### src/rtl/inst_fetch.sv
// inst_fetch: RV32I instruction fetch stage.
// Owns the PC and keeps at most one request outstanding to instruction memory
// over req/gnt/rvalid. Each word is handed to decode with its PC through a
// valid/ready output register. Redirects squash in-flight or held fetches.
module inst_fetch #(
  parameter logic [31:0] RESET_PC = 32'h0000_0000
) (
  input  logic        clk,
  input  logic        rst,
  output logic        imem_req,
  output logic [31:0] imem_addr,
  input  logic        imem_gnt,
  input  logic        imem_rvalid,
  input  logic [31:0] imem_rdata,
  input  logic        redirect,
  input  logic [31:0] redirect_pc,
  output logic        if_valid,
  input  logic        if_ready,
  output logic [31:0] if_inst,
  output logic [31:0] if_pc
);

  localparam logic [31:0] PC_INIT = RESET_PC & 32'hFFFF_FFFC;
  localparam logic [31:0] NOP     = 32'h0000_0013;

  typedef enum logic [1:0] {REQ, WAIT, DROP, HOLD} state_t;

  state_t      state, state_n;
  logic [31:0] pc, pc_n;
  logic        if_valid_n;
  logic [31:0] if_inst_n, if_pc_n;
  logic [31:0] redirect_tgt;

  assign redirect_tgt = redirect_pc & 32'hFFFF_FFFC;
  assign imem_addr    = pc;
  // Reset forces state to REQ, so the request is also gated by rst.
  assign imem_req     = rst & (state == REQ);

  // State, PC and decode-facing output register.
  always_ff @(posedge clk or negedge rst) begin
    if (!rst) begin
      state    <= REQ;
      pc       <= PC_INIT;
      if_valid <= 1'b0;
      if_inst  <= NOP;
      if_pc    <= PC_INIT;
    end else begin
      state    <= state_n;
      pc       <= pc_n;
      if_valid <= if_valid_n;
      if_inst  <= if_inst_n;
      if_pc    <= if_pc_n;
    end
  end

  // Next-state, PC update and output capture.
  always_comb begin
    state_n    = state;
    pc_n       = pc;
    if_valid_n = if_valid;
    if_inst_n  = if_inst;
    if_pc_n    = if_pc;
    unique case (state)
      REQ: begin
        if (redirect) begin
          pc_n = redirect_tgt;
          // A grant in the redirect cycle was for the old address; its
          // response must still be absorbed before reissuing.
          if (imem_gnt) state_n = DROP;
        end else if (imem_gnt) begin
          state_n = WAIT;
        end
      end
      WAIT: begin
        if (imem_rvalid && !redirect) begin
          if_inst_n  = imem_rdata;
          if_pc_n    = pc;
          if_valid_n = 1'b1;
          pc_n       = pc + 32'd4;
          state_n    = HOLD;
        end else if (imem_rvalid) begin
          pc_n    = redirect_tgt;
          state_n = REQ;
        end else if (redirect) begin
          pc_n    = redirect_tgt;
          state_n = DROP;
        end
      end
      DROP: begin
        if (redirect) pc_n = redirect_tgt;
        if (imem_rvalid) state_n = REQ;
      end
      HOLD: begin
        if (redirect) begin
          if_valid_n = 1'b0;
          pc_n       = redirect_tgt;
          state_n    = REQ;
        end else if (if_ready) begin
          if_valid_n = 1'b0;
          state_n    = REQ;
        end
      end
      default: state_n = REQ;
    endcase
  end

endmodule

### config.mk
export PLATFORM = sky130hd
export DESIGN_NAME = inst_fetch
export DESIGN_NICKNAME = d
export VERILOG_FILES = /design/src/rtl/inst_fetch.sv
export SDC_FILE = /design/constraint.sdc
export NUM_CORES = 1
export LEC_CHECK = 0
export BUFFER_PORTS_ARGS = -buffer_cell sky130_fd_sc_hd__buf_4
export CAP_MARGIN = 20
export CORE_ASPECT_RATIO = 0.9
export CORE_MARGIN = 5
export CORE_UTILIZATION = 25
export CTS_BUF_LIST = sky130_fd_sc_hd__clkbuf_8
export CTS_CLUSTER_SIZE = 28
export DETAILED_ROUTE_END_ITERATION = 8
export HOLD_SLACK_MARGIN = 0.15
export PLACE_DENSITY = 0.57
export REMOVE_ABC_BUFFERS = 1
export SETUP_SLACK_MARGIN = 0.2
export SYNTH_ARGS = -nofsm -noshare
export SYNTH_HDL_FRONTEND = slang
export SYNTH_SLANG_ARGS = --single-unit
### constraint.sdc
create_clock -name clk -period 2.27 [get_ports clk]
set_input_delay 0.454 -clock clk [delete_from_list [all_inputs] [get_ports clk]]
set_output_delay 0.454 -clock clk [all_outputs]
set_load 0.03 [all_outputs]
==> flow_summary_export.csv <==
group,metric,value,unit
clock_network,cts_made_buffers,9,
global_routing,track_usage,0.1242,
drt,ant_nets,0,
power,power.internal,0.004432,W
placement,dp_hpwl,9432,um
sta,clock_skew,0.007628,ns
yosys,synth_warnings,0,
drt,wire_per_inst,16.08,um
outcome,status,"complete, no violations",
cells_and_area,drive_above_1_share,0.4894,
drt,route.vias.total,3661,
cells_and_area,fin_area,6345,sq um
drt,dr.first_iter.drc_count,140,
yosys,synth_commonest_cells,"dfrtp_1, mux2_2, nand2_1, nor2_1, o21ai_0",
power,power-per-cell-area,1153,nW/um^2
clock_network,root_buffer,"clkbuf_8",
clock_network,clk_latency,0.38,ns
yosys,ys_ff_latch,99,
drt,highest_layer,"met4",
power,ir_worst_vdd,0.5511,mV
global_routing,grt_start_max_net_pins,100,
drt,firstDrtPassIters,4,
yosys,synth_cell_types,40,
yosys,yosysMostFrequentCell,"dfrtp_1",
power,power_frac_comb,0.442,
power,p_clk_frac,0.178,
sta,rsz0062_at_grt,"yes",
power,finalPower,0.007316,W
yosys,synth_edf_count,0,
clock_network,cts.htree.levels,3,
global_routing,overflow,0,
sta,drv_slew,0,
clock_network,cts.clk_slew.worst_paths,0.10,ns
clock_network,cts.path.max_buffers,2,
floorplanning,start_util,0.2544,
floorplanning,core_region_area,17670,sq um
global_routing,grt_pass1_wl,20180,um
yosys,syn_inst,388,
yosys,syn_area,4496,sq um
cells_and_area,multiInputGateArea,1896,sq um
worst_setup_path,reg2regPathDepth,4,
clock_network,cts.sinks,99,
placement,numPortBuffers,165,
sta,fmax,511.3,MHz
worst_setup_path,crit_path_max_fanout,7,
placement,post_dp_cell_area,6065,sq um
yosys,netlist.area_leader.share,0.5344,
drt,drc_errors,0,
cells_and_area,regArea,2485,sq um
sta,fin_crit,1.956,ns
worst_setup_path,crit_required,2.57,ns
floorplanning,die-width,151.4,um
worst_setup_path,arrival,2.26,ns
power,switching_power,0.002883,W
yosys,ys.flop_type,"dfrtp_1",
yosys,synth.area.top_cells,"dfrtp_1, mux2_2, nand2_1",
worst_hold_path,min_path_type,"input pin to async pin",
cells_and_area,nFillCells,1802,
floorplanning,num_rows,46,
yosys,async_reset_ff_frac,1.000,
sta,relSlewSlack,0.6275,
power,p_leak,2.821,nW
yosys,avgSynthCellArea,11.59,sq um
cells_and_area,syn_to_final_growth,41.14,%
drt,dr_wl_met2,6018,um
cells_and_area,num_antenna_cells,0,
placement,routabilityCongestion,0.7949,
power,switching_share,0.3941,
drt,drt_wl_total,12960,um
drt,met3_length,1113,um
global_routing,grt_pass1_vias,3842,
floorplanning,ios,168,
clock_network,cts_tree,"yes",
sta,post-route-period-util,0.8615,
sta,tightest_slew,0.5588,ns
worst_setup_path,cp-end-kind,"flop",
power,p_seq_frac,0.380,
worst_setup_path,path_class,"flop to flop",
sta,final-setup-viol-count,0,
drt,wl_met1,5689,um
sta,final_hold_viol_count,0,
yosys,seq_area_frac_synth,0.5519,
floorplanning,die-area,20770,sq um
drt,vias_per_cell,4.542,
job,max_cap_violations,0,
floorplanning,fp.dieH,137.2,um
worst_setup_path,cp-start-kind,"flop",
sta,hold_slack,0.1372,ns
cells_and_area,fin_nets,632,
global_routing,antenna_found_initial,0,
yosys,yosysTopAreaCell,"dfrtp_1",
-- path summary, 6_finish.rpt --
kind	slack, ns	from	to
max in group asynchronous	1.67	rst	imem_addr[11]
min	0.14	rst	if_pc[23]
min reg2reg	0.51	if_pc[22]	if_pc[22]
max reg2reg	0.31	imem_addr[15]	imem_addr[26]
max	0.31	imem_addr[15]	imem_addr[26]
min in group clk	0.28	redirect_pc[3]	imem_addr[3]
-- sequential cells by signal, indices dropped and copies added, names as in the netlist --
signal	flops
imem_addr	32
if_valid	1
state	2
if_pc	32
if_inst	32
-- cell families (layout without fill, tap and decap cells) --
group,count (synthesis),in the layout,synth area share
muxes,66,66,0.1648
adders and majority gates,1,1,0.002783
buffers and inverters,32,208,0.03256
and+or+nand+nor,127,129,0.1542
DFF,99,99,0.5519
AOI/OAI and AO/OA,52,52,0.07236
xor gates and xnor gates,11,11,0.02143
-- critical path, cell delays in order (launching register included) --
cell	delay, ns
dfrtp_2	0.43
nand4_2	0.19
or4_4	0.58
or4_1	0.51
a31oi_1	0.17
-- area by class of cell --
class	instances	area share
repair buffers	184	0.2217
well taps	240	0.04733
inverters	8	0.004733
multi-input cells	259	0.2988
clock inverters	5	0.01203
clock buffers	11	0.02386
flip-flops and latches	99	0.3916
-- what timing repair did --
item / CTS / global route
cloned: 2 / 0
pin swaps: 2 / 0
setup buffers: 2 / 1
setup endpoints to repair: 3 / 8
hold buffers: 0 / 0
gates resized for setup: 4 / 3
-- cell usage in the layout, fill, tap and decap left out, types with 5 or more instances in the layout --
cell / synthesis / final
buf_4: 0 / 182
dfrtp_1: 96 / 93
mux2_2: 64 / 64
nand2_1: 30 / 29
nor2_1: 25 / 25
o21ai_0: 19 / 19
a31oi_1: 14 / 14
nand4_1: 13 / 13
o31ai_1: 12 / 12
nand3_1: 11 / 11
clkbuf_8: 0 / 11
or4_1: 10 / 10
inv_1: 8 / 9
or3_1: 8 / 8
xnor2_1: 7 / 7
and3_1: 5 / 5
-- layer usage --
layer  GRT usage  up-vias
li1            -     1759
met1      0.1606     1776
met2      0.1967      114
met3     0.04704       12
met4     0.03072        0
met5           0        -
-- stage by stage --
stage / setup TNS [ns] / util / std cells / worst slack (ns)
global route: 0 / 0.3591 / 806 / 0.1973
floorplan: -51.23 / - / 364 / -0.8024
global placement: 0 / 0.3432 / 785 / 0.2539
finish: 0 / 0.3591 / 806 / 0.3143
detailed placement: 0 / 0.3432 / 785 / 0.1719
CTS: 0 / 0.3584 / 805 / 0.2171
-- power by group through the flow --
stage	combinational (W)	clock, W	sequential [W]
final	0.00323	0.00130	0.00278
after floorplan	0.000660	0	0.00402
after detailed placement	0.00327	0	0.00282
after CTS	0.00328	0.00138	0.00279
after global placement	0.00324	0	0.00279
after global routing	0.00341	0.00143	0.00288
Power figures use the tool's default switching activity.
